**src/rtl/mips_pkg.sv**
```systemverilog
// Shared definitions for the MIPS pipeline control blocks.
//   - opcode constants used by the decode/control unit and the hazard unit
//   - shadow_entry_t: what the hazard unit remembers about an in-flight instruction
//   - br_state_t: branch-hold FSM states
package mips_pkg;

  localparam logic [5:0] OP_RTYPE = 6'b000000;
  localparam logic [5:0] OP_LW    = 6'b100011;
  localparam logic [5:0] OP_SW    = 6'b101011;
  localparam logic [5:0] OP_BEQ   = 6'b000100;

  typedef struct packed {
    logic       wr_valid;
    logic       is_load;
    logic [4:0] dest;
  } shadow_entry_t;

  typedef enum logic {
    ST_IDLE    = 1'b0,
    ST_BR_WAIT = 1'b1
  } br_state_t;

  // A read of r0 never depends on anything in flight.
  function automatic logic reg_match(input logic [4:0] r, input shadow_entry_t e);
    return (r != 5'd0) && e.wr_valid && (e.dest == r);
  endfunction

endpackage

```
**src/rtl/inst_reg_use.sv**
```systemverilog
// Register-usage decode for the instruction sitting in ID.
// Ports:
//   valid, opcode, rs, rt, rd : ID instruction fields
//   rd_rs_en, rd_rt_en        : instruction reads rs / rt
//   wr_valid, is_load, dest   : instruction writes dest (never r0), and is a load
module inst_reg_use
  import mips_pkg::*;
(
  input  logic       valid,
  input  logic [5:0] opcode,
  input  logic [4:0] rs,
  input  logic [4:0] rt,
  input  logic [4:0] rd,
  output logic       rd_rs_en,
  output logic       rd_rt_en,
  output logic       wr_valid,
  output logic       is_load,
  output logic [4:0] dest
);

  logic       wr_raw;
  logic [4:0] dest_raw;

  always_comb begin
    rd_rs_en = 1'b0;
    rd_rt_en = 1'b0;
    wr_raw   = 1'b0;
    is_load  = 1'b0;
    dest_raw = 5'd0;
    if (valid) begin
      case (opcode)
        OP_RTYPE: begin
          rd_rs_en = 1'b1;
          rd_rt_en = 1'b1;
          wr_raw   = 1'b1;
          dest_raw = rd;
        end
        OP_LW: begin
          rd_rs_en = 1'b1;
          wr_raw   = 1'b1;
          is_load  = 1'b1;
          dest_raw = rt;
        end
        OP_SW, OP_BEQ: begin
          rd_rs_en = 1'b1;
          rd_rt_en = 1'b1;
        end
        default: ;
      endcase
    end
  end

  // A write to r0 is architecturally discarded, so it is not a producer.
  assign wr_valid = wr_raw && (dest_raw != 5'd0);
  assign dest     = wr_valid ? dest_raw : 5'd0;

endmodule

```
**src/rtl/hazard_unit.sv**
```systemverilog
// Hazard detection for the 5-stage MIPS pipeline.
// Tracks destination registers of the instructions in EX/MEM/WB, raises a
// bubble request on RAW hazards against ID, holds fetch after a BEQ issues,
// and counts stall cycles.
// Ports:
//   clk, rst_n                      : clock, async active-low reset
//   id_valid, id_opcode, id_rs,
//   id_rt, id_rd                    : instruction in ID
//   hazard_detected                 : control unit must inject a bubble into EX
//   pc_write, ifid_write            : PC / IF-ID may update
//   stall_cycles                    : saturating count of hazard_detected cycles
//
// Branch FSM
//   state      | meaning
//   ST_IDLE    | normal operation, outputs follow data-hazard logic
//   ST_BR_WAIT | BEQ resolving: bubble and hold fetch, br_cnt counts down
module hazard_unit
  import mips_pkg::*;
#(
  parameter int FORWARDING     = 1,
  parameter int BRANCH_PENALTY = 2,
  parameter int CNT_W          = 16
) (
  input  logic             clk,
  input  logic             rst_n,
  input  logic             id_valid,
  input  logic [5:0]       id_opcode,
  input  logic [4:0]       id_rs,
  input  logic [4:0]       id_rt,
  input  logic [4:0]       id_rd,
  output logic             hazard_detected,
  output logic             pc_write,
  output logic             ifid_write,
  output logic [CNT_W-1:0] stall_cycles
);

  localparam bit         FWD     = (FORWARDING != 0);
  localparam logic [2:0] PEN     = 3'(BRANCH_PENALTY);
  // Stages (EX, MEM, WB) whose producers can stall ID. WB never does since the
  // register file writes in the first half of the cycle.
  localparam logic [2:0] STALL_MASK = FWD ? 3'b001 : 3'b011;
  // With forwarding only a load still in EX is too late to forward.
  localparam bit         LOAD_ONLY  = FWD;
  localparam logic [CNT_W-1:0] CNT_MAX = {CNT_W{1'b1}};

  logic       rd_rs_en;
  logic       rd_rt_en;
  logic       id_wr_valid;
  logic       id_is_load;
  logic [4:0] id_dest;

  inst_reg_use u_use (
    .valid    (id_valid),
    .opcode   (id_opcode),
    .rs       (id_rs),
    .rt       (id_rt),
    .rd       (id_rd),
    .rd_rs_en (rd_rs_en),
    .rd_rt_en (rd_rt_en),
    .wr_valid (id_wr_valid),
    .is_load  (id_is_load),
    .dest     (id_dest)
  );

  // sh_q[0]=EX, sh_q[1]=MEM, sh_q[2]=WB
  shadow_entry_t sh_q [3];
  shadow_entry_t ex_d;

  br_state_t   state_q;
  br_state_t   state_d;
  logic [2:0]  br_cnt_q;
  logic [2:0]  br_cnt_d;
  logic [CNT_W-1:0] stall_q;

  logic [2:0] stage_stall;
  logic       data_haz;
  logic       beq_issue;

  always_comb begin
    for (int s = 0; s < 3; s++) begin
      stage_stall[s] = STALL_MASK[s]
                       && ((rd_rs_en && reg_match(id_rs, sh_q[s]))
                           || (rd_rt_en && reg_match(id_rt, sh_q[s])))
                       && (!LOAD_ONLY || sh_q[s].is_load);
    end
  end

  assign data_haz  = |stage_stall;
  assign beq_issue = id_valid && (id_opcode == OP_BEQ) && !data_haz;

  always_comb begin
    state_d         = state_q;
    br_cnt_d        = br_cnt_q;
    hazard_detected = data_haz;
    pc_write        = ~data_haz;
    ifid_write      = ~data_haz;
    case (state_q)
      ST_IDLE: begin
        if (beq_issue) begin
          state_d  = ST_BR_WAIT;
          br_cnt_d = PEN;
        end
      end
      ST_BR_WAIT: begin
        hazard_detected = 1'b1;
        pc_write        = 1'b0;
        ifid_write      = 1'b0;
        br_cnt_d        = br_cnt_q - 3'd1;
        // Terminal count: this is the last hold cycle.
        if (br_cnt_q <= 3'd1) begin
          state_d = ST_IDLE;
        end
      end
      default: begin
        state_d  = ST_IDLE;
        br_cnt_d = 3'd0;
      end
    endcase
  end

  always_comb begin
    ex_d = '0;
    if (!hazard_detected) begin
      ex_d.wr_valid = id_wr_valid;
      ex_d.is_load  = id_is_load;
      ex_d.dest     = id_dest;
    end
  end

  always_ff @(posedge clk or negedge rst_n) begin
    if (!rst_n) begin
      sh_q[0]  <= '0;
      sh_q[1]  <= '0;
      sh_q[2]  <= '0;
      state_q  <= ST_IDLE;
      br_cnt_q <= 3'd0;
      stall_q  <= '0;
    end else begin
      sh_q[2]  <= sh_q[1];
      sh_q[1]  <= sh_q[0];
      sh_q[0]  <= ex_d;
      state_q  <= state_d;
      br_cnt_q <= br_cnt_d;
      if (hazard_detected && (stall_q != CNT_MAX)) begin
        stall_q <= stall_q + 1'b1;
      end
    end
  end

  assign stall_cycles = stall_q;

endmodule
```
**config.mk**
```make
export PLATFORM = sky130hd
export DESIGN_NAME = hazard_unit
export DESIGN_NICKNAME = d
export VERILOG_FILES = /design/src/rtl/mips_pkg.sv /design/src/rtl/inst_reg_use.sv /design/src/rtl/hazard_unit.sv
export SDC_FILE = /design/constraint.sdc
export NUM_CORES = 1
export LEC_CHECK = 0
export CORE_UTILIZATION = 49
export CTS_BUF_LIST = sky130_fd_sc_hd__clkbuf_8
export DETAILED_ROUTE_END_ITERATION = 8
export PLACE_DENSITY = 0.93
export SLEW_MARGIN = 25
export SYNTH_ARGS = -nofsm -noshare
export SYNTH_HDL_FRONTEND = slang
export SYNTH_SLANG_ARGS = --single-unit
```
**constraint.sdc**
```tcl
create_clock -name clk -period 3.5 [get_ports clk]
set_input_delay 0.7 -clock clk [delete_from_list [all_inputs] [get_ports clk]]
set_output_delay 0.7 -clock clk [all_outputs]
set_load 0.02 [all_outputs]
```
==> results.json <==
{
  "die_area_um2": 3320,
  "layout_min_cycle_time_ns": 3.37,
  "r2r_slack_ns": 1.02,
  "pre_cts_ws_ns": -0.281,
  "post-route-drc-count": 1,
  "synth_seq_cells": 27,
  "wl_met3_um": 130,
  "vdd_drop_max_mv": 0.513,
  "clockRootBuffer": "clkbuf_8",
  "start_kind": "input pin",
  "final_cells": 236,
  "num_rows": 19,
  "core_um2": 2850,
  "cts-buffers-inserted": 3,
  "cp_top_family": "simple AND/OR/NAND/NOR gates",
  "drt-initial-drc-count": 63,
  "ys_types": 37,
  "outcome": "complete, but fails checks",
  "antenna_left": 0,
  "cts_tree": "done",
  "top_layer_used": "met4",
  "worst_ep_arrival_time_ns": 2.67,
  "syn_to_final_growth_pct": 38.7,
  "setup-violations-final": 0,
  "antenna_found_initial": 0,
  "grt_max_degree": 28,
  "clk_latency_ns": 0.27,
  "worst_slew_pin_slew_ns": 0.716,
  "cap_viol_max_count": 0,
  "worstHoldPathType": "flop to flop",
  "fin_ws_ns": 0.133,
  "finalHoldViolCount": 0,
  "fp.dieH_um": 57.7,
  "syn_nets": 178,
  "vias": 1401,
  "yosysWarningCount": 0,
  "clk_path_buf_depth": 2,
  "timing.critical_path.buf_inv": 3,
  "syn_area_per_cell_um2": 10.1,
  "gp_congestion": 0.882,
  "slew_headroom": 0.519,
  "avgViaCountPerCell": 5.94,
  "dr_wl_met2_um": 2190,
  "antenna_cells": 0,
  "cts_hold_buffers": 0,
  "violations": "DRC",
  "boundaryPins": 43,
  "first_global_vias": 1471,
  "cp_cell_sequence": "clkdlybuf4s50_1 > or4_4 > a21oi_4 > or4b_4 > nand2_4 > inv_1 > buf_2",
  "slew_violations": 0,
  "htree_levels": 1,
  "required_ns": 2.80,
  "dieWidth_um": 57.7,
  "critPathCaptureType": "output port",
  "worst-path-max-fanout": 4,
  "nets": 233,
  "power_density_nw_per_um2": 461,
  "io_buffer_count": 42,
  "grt_pass1_wl_um": 6380,
  "finalClockSkew_ns": 0.00296,
  "grtUsageTotal": 0.251,
  "synth_seq_area_share": 0.445,
  "fin_crit_sh": 0.962,
  "cts_num_sinks": 27,
  "wl_met1_um": 1460,
  "initial_core_util": 0.532,
  "first_pass_iters": 6,
  "wirelength_um": 3880,
  "path_class": "input pin to output port",
  "syn-cell-area_um2": 1520,
  "place_inst": 232,
  "grt-ovfl-total": 0,
  "p_leak_uw": 0.000883,
  "path_clk_slew_ns": 0.08,
  "fmax_mhz": 297,
  "cp_slowest_stage_delay_ns": 0.56,
  "cpMaxStageDelayCell": "or4_4",
  "drive_above_1_share": 0.176,
  "wl_per_cell_um": 16.4,
  "rsz0062_at_grt": "no",
  "dp_hpwl_um": 3000,
  "netlist_instances": 151
}
==> where the power goes <==
part	switching, uW	internal [uW]
Sequential	54.3	361
Combinational	207	176
Clock	93.3	79.8
Total	354	617
==> layout make-up <==
| cell class | count | area, um2 |
|---|---|---|
| fillers | 199 | 748 |
| clock buffers | 3 | 41.3 |
| clock inverters | 1 | 5.00 |
| inverters | 7 | 26.3 |
| flip-flops and latches | 27 | 676 |
| well taps | 31 | 38.8 |
| repair buffers | 52 | 480 |
| multi-input cells | 115 | 837 |
==> cell families after synthesis <==
logic type / after synthesis / synth area share
and+or+nand+nor: 64 / 0.253
buffers and inverters: 9 / 0.0297
DFF: 27 / 0.445
adders and majority gates: 3 / 0.0247
xor gates and xnor gates: 18 / 0.104
AOI/OAI and AO/OA: 26 / 0.114
muxes: 4 / 0.0297
==> timing repair <==
item / 4_1_cts / 5_1_grt
resized for setup: 8 / 8
buffers inserted: 0 / 0
endpoints found under the setup margin: 3 / 3
==> metrics by stage <==
step	utilization	area, um2	TNS (ns)	hold WS, ns	total power, uW
finish	0.738	2100	0	0.501	971
detailed placement	0.713	2030	-0.791	0.497	809
floorplan	-	1520	0	0.404	640
global route	0.738	2100	0	0.537	1020
global placement	0.713	2030	-0.732	0.483	783
CTS	0.730	2080	0	0.509	979
==> cell usage after synthesis (all sizes together) <==
cell type	n	area share
a22oi	6	0.030
nor2	15	0.037
buf	2	0.012
nand2b	1	0.0041
and4	2	0.012
or4b	1	0.0091
nand3	6	0.020
nand2	9	0.024
a41oi	2	0.012
o21ai	4	0.013
mux2	4	0.030
nand4	3	0.012
o2111ai	1	0.0058
or4	4	0.022
a31oi	3	0.012
xnor2	8	0.046
a22o	1	0.0058
a21oi	8	0.029
dfrtp	27	0.45
xor2	10	0.058
nand4b	1	0.0058
ha	3	0.025
nor3	8	0.040
a21bo	1	0.0066
or3	2	0.0082
nand3b	2	0.0099
and2	1	0.0041
and3	2	0.0082
or2	1	0.0041
nor4	6	0.033
inv	7	0.017
==> sequential cells by signal, indices dropped and copies added, names as in the netlist <==
| register | cells |
|---|---|
| state_q | 1 |
| sh_q | 7 |
| br_cnt_q | 3 |
| stall_cycles | 16 |
==> worst reg2reg max path: stages, from the launching register on <==
cell and delay [ns]:
dfrtp_1 0.41, ha_1 0.23, and4_1 0.26, nand3_1 0.17, or3_1 0.49, a21bo_2 0.44
mux2_2 0.37
==> metal layers <==
layer	global-route usage	up-vias
met2	0.478	39
met3	0.0469	10
met5	0	-
met1	0.274	695
met4	0.0952	0
li1	-	657
==> placed cells by master (no fill, tap or decap), types with 6 or more instances in the layout <==
| cell | netlist | routed |
|---|---|---|
| nand2_1 | 8 | 8 |
| nand3_1 | 6 | 6 |
| a21oi_1 | 7 | 7 |
| nor2_1 | 15 | 15 |
| dfrtp_1 | 27 | 27 |
| xnor2_1 | 8 | 8 |
| buf_4 | 1 | 10 |
| xor2_1 | 10 | 10 |
| clkdlybuf4s50_1 | 0 | 39 |
| a22oi_1 | 6 | 6 |
| inv_1 | 7 | 7 |
==> path summary, 6_finish.rpt <==
| check | startpoint | end | depth (start not counted) |
|---|---|---|---|
| worst max-delay path | id_opcode[0] | pc_write | 7 |
| worst min-delay path | stall_cycles[13]$_DFFE_PN0P_ | stall_cycles[13]$_DFFE_PN0P_ | 1 |
| worst max register to register | stall_cycles[0]$_DFFE_PN0P_ | stall_cycles[1]$_DFFE_PN0P_ | 6 |
| worst min register to register | stall_cycles[13]$_DFFE_PN0P_ | stall_cycles[13]$_DFFE_PN0P_ | 1 |
| max in group asynchronous | rst_n | sh_q[14]$_DFF_PN0_ | 2 |
| min in group asynchronous | rst_n | state_q$_DFF_PN0_ | 2 |
Power figures use the tool's default switching activity.
